[config.mk]
export PLATFORM = sky130hd
export DESIGN_NAME = dm_load_unit_flat
export DESIGN_NICKNAME = d
export VERILOG_FILES = /design/src/rtl/dm_load_unit_pkg.sv /design/src/rtl/dm_load_unit_if.sv /design/src/rtl/dm_load_unit_extend.sv /design/src/rtl/dm_load_unit.sv /design/src/flat_wrapper.sv
export SDC_FILE = /design/constraint.sdc
export NUM_CORES = 1
export LEC_CHECK = 0
export BUFFER_PORTS_ARGS = -buffer_cell sky130_fd_sc_hd__buf_2
export CORE_MARGIN = 2
export CORE_UTILIZATION = 30
export DETAILED_ROUTE_END_ITERATION = 6
export PLACE_DENSITY = 0.53
export SETUP_SLACK_MARGIN = 0.2
export SYNTH_ARGS = -nofsm -noshare
export SYNTH_HDL_FRONTEND = slang
export SYNTH_SLANG_ARGS = --single-unit
export TNS_END_PERCENT = 1
[constraint.sdc]
create_clock -name clk -period 2.33 [get_ports clk]
set_input_delay 0.1165 -clock clk [delete_from_list [all_inputs] [get_ports clk]]
set_output_delay 0.1165 -clock clk [all_outputs]
set_load 0.1 [all_outputs]
[src/rtl/dm_load_unit_pkg.sv]
// Shared CPU definitions for the data-memory load path: load op encodings,
// load FSM state encoding and the debug view of the load unit.
package cpu_pkg;

  localparam logic [2:0] LD_LW  = 3'd1;
  localparam logic [2:0] LD_LH  = 3'd2;
  localparam logic [2:0] LD_LB  = 3'd3;
  localparam logic [2:0] LD_LHU = 3'd4;
  localparam logic [2:0] LD_LBU = 3'd5;

  typedef enum logic [1:0] {
    IDLE = 2'd0,
    REQ  = 2'd1,
    RESP = 2'd2
  } ldState_t;

  // Internal view of the load unit; pc/addr also feed the writeback trace.
  typedef struct packed {
    ldState_t    state;
    logic [2:0]  op;
    logic [31:0] addr;
    logic [31:0] pc;
  } ldDebug_t;

endpackage

[src/rtl/dm_load_unit_if.sv]
// Load-unit buses: the MEM-stage request / writeback result side and the
// data-memory read side, each with master/slave modports.
//
// Handshakes: a load transfers on a clock edge where ld_valid && ld_ready;
// ld_ready is high only when the unit is idle and the MEM stage keeps ld_valid
// and its payload stable while stall is high. A memory read is outstanding
// while mem_req is high; mem_addr holds until the edge where mem_ack is
// sampled high, and mem_rdata is valid in that same cycle. rd_valid is a
// one-cycle pulse with no back-pressure; rd_exc and rd_data qualify it.
interface dm_ld_if;
  logic        ld_valid;
  logic        ld_ready;
  logic [2:0]  ld_op;
  logic [31:0] ld_addr;
  logic [31:0] ld_pc;
  logic        rd_valid;
  logic [31:0] rd_data;
  logic        rd_exc;
  logic        stall;

  modport master (
    output ld_valid, ld_op, ld_addr, ld_pc,
    input  ld_ready, rd_valid, rd_data, rd_exc, stall
  );
  modport slave (
    input  ld_valid, ld_op, ld_addr, ld_pc,
    output ld_ready, rd_valid, rd_data, rd_exc, stall
  );
endinterface

interface dm_mem_if;
  logic        mem_req;
  logic [31:0] mem_addr;
  logic        mem_ack;
  logic [31:0] mem_rdata;

  modport master (
    output mem_req, mem_addr,
    input  mem_ack, mem_rdata
  );
  modport slave (
    input  mem_req, mem_addr,
    output mem_ack, mem_rdata
  );
endinterface

[src/rtl/dm_load_unit_extend.sv]
// Little-endian lane extraction with sign/zero extension for loads; also
// flags accesses that are misaligned for their size or use an illegal op.
module load_extend
  import cpu_pkg::*;
(
  input  logic [2:0]  op,
  input  logic [1:0]  addrLo,
  input  logic [31:0] word,
  output logic [31:0] data,
  output logic        misaligned
);

  logic [15:0] halfSel;
  logic [7:0]  byteSel;

  always_comb begin
    halfSel = addrLo[1] ? word[31:16] : word[15:0];
    case (addrLo)
      2'd0:    byteSel = word[7:0];
      2'd1:    byteSel = word[15:8];
      2'd2:    byteSel = word[23:16];
      default: byteSel = word[31:24];
    endcase

    data       = '0;
    misaligned = 1'b0;
    case (op)
      LD_LW: begin
        data       = word;
        misaligned = (addrLo != 2'd0);
      end
      LD_LH: begin
        data       = {{16{halfSel[15]}}, halfSel};
        misaligned = addrLo[0];
      end
      LD_LHU: begin
        data       = {16'd0, halfSel};
        misaligned = addrLo[0];
      end
      LD_LB:  data = {{24{byteSel[7]}}, byteSel};
      LD_LBU: data = {24'd0, byteSel};
      // Unknown ops are reported through the same exception path.
      default: misaligned = 1'b1;
    endcase
  end

endmodule

[src/rtl/dm_load_unit.sv]
// Single-outstanding load initiator: word-aligned read over req/ack, lane
// extraction, one-cycle result pulse, exception on misalign/illegal/timeout.
module dm_load_unit
  import cpu_pkg::*;
#(
  parameter int TIMEOUT = 15,
  parameter int CNT_W   = 8
) (
  input  logic     clk,
  input  logic     reset,
  dm_ld_if.slave   ld,
  dm_mem_if.master mem,
  output ldDebug_t dbg
);

  ldState_t        state;
  logic [2:0]      opQ;
  logic [31:0]     addrQ;
  logic [31:0]     pcQ;
  logic [CNT_W-1:0] count;
  logic            memReq;
  logic [31:0]     memAddr;
  logic            rdValid;
  logic [31:0]     rdData;
  logic            rdExc;

  logic [2:0]  extOp;
  logic [1:0]  extAddrLo;
  logic [31:0] extData;
  logic        extBad;

  // In IDLE the extender checks the incoming request; afterwards it decodes
  // the returned word using the latched op/address.
  assign extOp     = (state == IDLE) ? ld.ld_op        : opQ;
  assign extAddrLo = (state == IDLE) ? ld.ld_addr[1:0] : addrQ[1:0];

  load_extend uExtend (
    .op        (extOp),
    .addrLo    (extAddrLo),
    .word      (mem.mem_rdata),
    .data      (extData),
    .misaligned(extBad)
  );

  always_ff @(posedge clk) begin
    if (reset) begin
      state   <= IDLE;
      opQ     <= '0;
      addrQ   <= '0;
      pcQ     <= '0;
      count   <= '0;
      memReq  <= 1'b0;
      memAddr <= '0;
      rdValid <= 1'b0;
      rdData  <= '0;
      rdExc   <= 1'b0;
    end else begin
      case (state)
        IDLE: begin
          if (ld.ld_valid) begin
            opQ   <= ld.ld_op;
            addrQ <= ld.ld_addr;
            pcQ   <= ld.ld_pc;
            count <= '0;
            if (extBad) begin
              state   <= RESP;
              rdValid <= 1'b1;
              rdExc   <= 1'b1;
              rdData  <= '0;
            end else begin
              state   <= REQ;
              memReq  <= 1'b1;
              memAddr <= {ld.ld_addr[31:2], 2'b00};
            end
          end
        end
        REQ: begin
          // An ack in the final timeout cycle still completes normally.
          if (mem.mem_ack) begin
            state   <= RESP;
            memReq  <= 1'b0;
            rdValid <= 1'b1;
            rdExc   <= 1'b0;
            rdData  <= extData;
          end else if (count == CNT_W'(TIMEOUT - 1)) begin
            state   <= RESP;
            memReq  <= 1'b0;
            rdValid <= 1'b1;
            rdExc   <= 1'b1;
            rdData  <= '0;
          end else begin
            count <= count + CNT_W'(1);
          end
        end
        RESP: begin
          state   <= IDLE;
          rdValid <= 1'b0;
          rdExc   <= 1'b0;
          count   <= '0;
        end
        default: state <= IDLE;
      endcase
    end
  end

  assign ld.ld_ready    = (state == IDLE);
  assign ld.stall       = (state != IDLE);
  assign ld.rd_valid    = rdValid;
  assign ld.rd_data     = rdData;
  assign ld.rd_exc      = rdExc;
  assign mem.mem_req    = memReq;
  assign mem.mem_addr   = memAddr;

  assign dbg.state = state;
  assign dbg.op    = opQ;
  assign dbg.addr  = addrQ;
  assign dbg.pc    = pcQ;

endmodule

[src/flat_wrapper.sv]
// flat-port wrapper written by rule: the top's interface ports become plain ports
module dm_load_unit_flat import cpu_pkg::*;
#(
  parameter int TIMEOUT = 15,
  parameter int CNT_W   = 8
)
  (clk, reset, dbg, ld_ld_valid, ld_ld_op, ld_ld_addr, ld_ld_pc, ld_ld_ready, ld_rd_valid, ld_rd_data, ld_rd_exc, ld_stall, mem_mem_req, mem_mem_addr, mem_mem_ack, mem_mem_rdata);
  dm_ld_if ld_i ();
  dm_mem_if mem_i ();
  input  logic clk;
  input  logic reset;
  output ldDebug_t dbg;
  input wire logic [$bits(ld_i.ld_valid)-1:0] ld_ld_valid;
  input wire logic [$bits(ld_i.ld_op)-1:0] ld_ld_op;
  input wire logic [$bits(ld_i.ld_addr)-1:0] ld_ld_addr;
  input wire logic [$bits(ld_i.ld_pc)-1:0] ld_ld_pc;
  output wire logic [$bits(ld_i.ld_ready)-1:0] ld_ld_ready;
  output wire logic [$bits(ld_i.rd_valid)-1:0] ld_rd_valid;
  output wire logic [$bits(ld_i.rd_data)-1:0] ld_rd_data;
  output wire logic [$bits(ld_i.rd_exc)-1:0] ld_rd_exc;
  output wire logic [$bits(ld_i.stall)-1:0] ld_stall;
  output wire logic [$bits(mem_i.mem_req)-1:0] mem_mem_req;
  output wire logic [$bits(mem_i.mem_addr)-1:0] mem_mem_addr;
  input wire logic [$bits(mem_i.mem_ack)-1:0] mem_mem_ack;
  input wire logic [$bits(mem_i.mem_rdata)-1:0] mem_mem_rdata;
  assign ld_i.ld_valid = ld_ld_valid;
  assign ld_i.ld_op = ld_ld_op;
  assign ld_i.ld_addr = ld_ld_addr;
  assign ld_i.ld_pc = ld_ld_pc;
  assign ld_ld_ready = ld_i.ld_ready;
  assign ld_rd_valid = ld_i.rd_valid;
  assign ld_rd_data = ld_i.rd_data;
  assign ld_rd_exc = ld_i.rd_exc;
  assign ld_stall = ld_i.stall;
  assign mem_mem_req = mem_i.mem_req;
  assign mem_mem_addr = mem_i.mem_addr;
  assign mem_i.mem_ack = mem_mem_ack;
  assign mem_i.mem_rdata = mem_mem_rdata;
  dm_load_unit #(.TIMEOUT(TIMEOUT), .CNT_W(CNT_W)) u_core (.clk(clk), .reset(reset), .ld(ld_i), .mem(mem_i), .dbg(dbg));
endmodule
==> out/results.ini <==
[status]
status=finished clean

[power_and_ir_drop]
swShare_pct=45.6
switchingPower_mw=4.69
leakage_nw=4.14
p_seq_share_pct=27.6
pwr-share-comb_pct=43.8
p_clk_share_pct=28.6
powerDensity_mw_per_mm2=1040
power.internal_mw=5.59
ir_drop_mv=0.504

[layout]
final_cell_area_sq_mm=0.00990
fillers=2041
drive_above_1_share_pct=34.8
area_growth_pct=53.2
nNetsFinal=1184
antenna_cells=0

[die]
boundaryPins=241
fp-row-count=53
dieArea_sq_mm=0.0227
coreArea_sq_mm=0.0211
dieHeight_um=151
dieWidth_um=151
start_util_pct=30.6

[global_route]
first_global_vias=6668
grt_pass1_wl_um=35300
grt_max_degree=93
gr-total-overflow=0
antenna_found_initial=0
grt.total_usage_pct=19.7

[worst_hold_path]
hold_depth=3
min_to=u_core.ld.rd_data[4]$_SDFFE_PP0P_
hold_class=in2reg
min_from=mem_mem_rdata[20]

[timing]
max_freq_mhz=479
relSlewSlack_pct=32.6
tns_ns=0
period_minus_slack_ns=2.09
period_share_pct=89.7
worst_pin_slew_ns=1.01
slew_viol_final=0
hold_viol_final=0
rsz0062_at_grt=true
setup_viol=0
skew_ns=0.00936

[critical_path]
crit_required_ns=2.67
critPathMaxStageDelay_ns=0.55
cp_num_buf_inv=3
reg2reg_from=u_core.state[1]$_SDFFE_PP0P_
arrival_ns=2.43
ff2ff_path_depth=8
critPathTopFamily=compound AO/OA/AOI/OAI gates
cp.depth=8
crit_fanout=11
worstPathCellList=buf_4 -> or4_4 -> o31a_4 -> a2bb2oi_4 -> buf_12 -> clkbuf_16 -> o31ai_1 -> a21oi_1
reg2reg_slack_ns=0.24
endpoint_kind=flop
cp_slowest_cell=or4_4
crit_type=reg2reg
startpoint_type=flop
timing.rr.end=u_core.mem.mem_addr[3]$_SDFFE_PP0P_

[yosys]
synth_area_sq_mm=0.00646
yosys.area.top_type_share_pct=44.0
syn_area_per_cell_sq_um=8.67
yosys_warnings=0
ys_ff_latch=142
yosys-top-cells-area=dfxtp_1 (44%), nand2_1 (8.8%), a21oi_1 (8.0%)
synth_top_area_cell=dfxtp_1
synth_cell_type_count=69
async_reset_ff_share_pct=0
ys_seq_area_share_pct=44.0
yosysMostFrequentCell=nand2_1
synth_commonest_cells=nand2_1 (151), dfxtp_1 (142), a21oi_1 (103)
synth_edf_count=0
synth_cells=745
ys.flop_type=dfxtp_1

[route]
drt-initial-drc-count=314
via_per_inst=4.99
vias=6827
wl_um=23200
drt-pass1-iter-count=5
postRouteAntennaNets=0
wl_per_cell_um=16.9
drc_errors=0

[place]
place_hpwl_um=14900
io_buffers=238
gp_congestion=0.842
placed_cell_area_sq_mm=0.00807

[clocking]
ctsHtreeMaxLevel=4
clock_latency_ns=0.43
clk_pin_slew_ns=0.06
cts_root_buf=clkbuf_16
cts.sinks=142
cts_buffer_depth=2
cts_tree=built
cts_buffers=17

[job]
max_cap_viol_count=0

sequential cells by signal (all words and copies together) (netlist names):
register             cells
u_core.ld.rd_valid       1
u_core.addrQ            32
u_core.mem.mem_req       1
u_core.pcQ              32
u_core.mem.mem_addr     30
u_core.ld.rd_data       32
u_core.opQ               3
u_core.state             2
u_core.count             8
u_core.ld.rd_exc         1
kinds of logic after synthesis:
family / share of synthesized area, %
compound gates: 28.5
xor+xnor: 1.08
fa+ha+maj: 0.387
buf+inv: 6.64
flops: 44.0
mux: 1.39
other cells: 0.0580
simple gates: 17.9
cell type report:
cell class | count | area, sq um | area share [%]
Inverter | 26 | 103 | 1.04
Multi-Input combinational cell | 513 | 3350 | 33.8
Tap cell | 275 | 344 | 3.48
Clock inverter | 15 | 195 | 1.97
Timing Repair Buffer | 379 | 2630 | 26.5
Sequential cell | 142 | 2850 | 28.8
Clock buffer | 17 | 425 | 4.30
cells in the final DEF (no fill, tap or decap), drive strengths merged, types with 3 or more instances in the layout:
cell	instances
nand2	152
and3	3
a211oi	19
inv	35
xnor2	6
a21oi	106
dfxtp	142
a2111oi	3
o2bb2ai	17
clkbuf	19
nand3	35
nand4	32
nor2	11
o211ai	11
nor4b	3
clkinv	3
a31oi	6
buf	284
dlygate4sd3	93
o2111ai	8
a32oi	8
o22a	7
bufinv	3
o21ai	14
o31ai	31
worst register-to-register path, cell delays in order (launching register included):
cell and delay (ns):
dfxtp_4 0.38, buf_4 0.19, or4_4 0.56, o31a_4 0.17, a2bb2oi_4 0.17, buf_12 0.14
clkbuf_16 0.16, o31ai_1 0.07, a21oi_1 0.15
worst max-delay path by stage:
stage,to,slack (ns),from
2_1_floorplan,u_core.ld.rd_data[10]$_SDFFE_PP0P_,0.02,u_core.state[0]$_SDFFE_PP0P_
3_3_place_gp,u_core.ld.rd_data[29]$_SDFFE_PP0P_,0.16,u_core.state[0]$_SDFFE_PP0P_
3_5_place_dp,u_core.ld.rd_data[14]$_SDFFE_PP0P_,0.1,u_core.state[1]$_SDFFE_PP0P_
4_1_cts,u_core.ld.rd_data[29]$_SDFFE_PP0P_,0.18,u_core.state[1]$_SDFFE_PP0P_
5_1_grt,u_core.ld.rd_data[19]$_SDFFE_PP0P_,0.16,u_core.state[1]$_SDFFE_PP0P_
6_report,u_core.mem.mem_addr[3]$_SDFFE_PP0P_,0.24,u_core.state[1]$_SDFFE_PP0P_
power groups by stage:
stage	clock, mW	combinational, mW	sequential [mW]
floorplan	0	1.50	4.56
global placement	0	4.10	2.88
detailed placement	0	4.10	2.88
CTS	3.01	4.27	2.83
global route	3.11	4.73	2.87
finish	2.94	4.50	2.84
layer usage:
metal	wire [um]	vias up	part of all wire (%)	GRT usage, %
li1	-	3372	-	-
met1	10200	3198	44	25.3
met2	10800	231	47	31.0
met3	1760	26	7.6	6.64
met4	351	0	1.5	6.21
met5	0	-	0	0
per-stage QoR:
step | setup WS [ns] | hold slack, ns | utilization [%] | std cells | power, mW
2_1_floorplan | 0.0220 | 0.245 | - | 746 | 6.06
3_3_place_gp | 0.157 | 0.357 | 38.3 | 1229 | 6.98
3_5_place_dp | 0.0968 | 0.362 | 38.3 | 1229 | 6.98
4_1_cts | 0.185 | 0.00722 | 45.9 | 1360 | 10.1
5_1_grt | 0.161 | 0.0237 | 46.9 | 1367 | 10.7
6_report | 0.241 | 0.0208 | 46.9 | 1367 | 10.3
what timing repair did:
action / in CTS / in global routing
setup endpoints to repair: 61 / 61
resized for setup: 2 / 21
hold buffers: 93 / 0
endpoints found under the hold margin: 114 / 0
cloned: 0 / 3
setup buffers: 6 / 4
pin swaps: 1 / 3
Note: power is estimated with default switching activity, not from simulation.
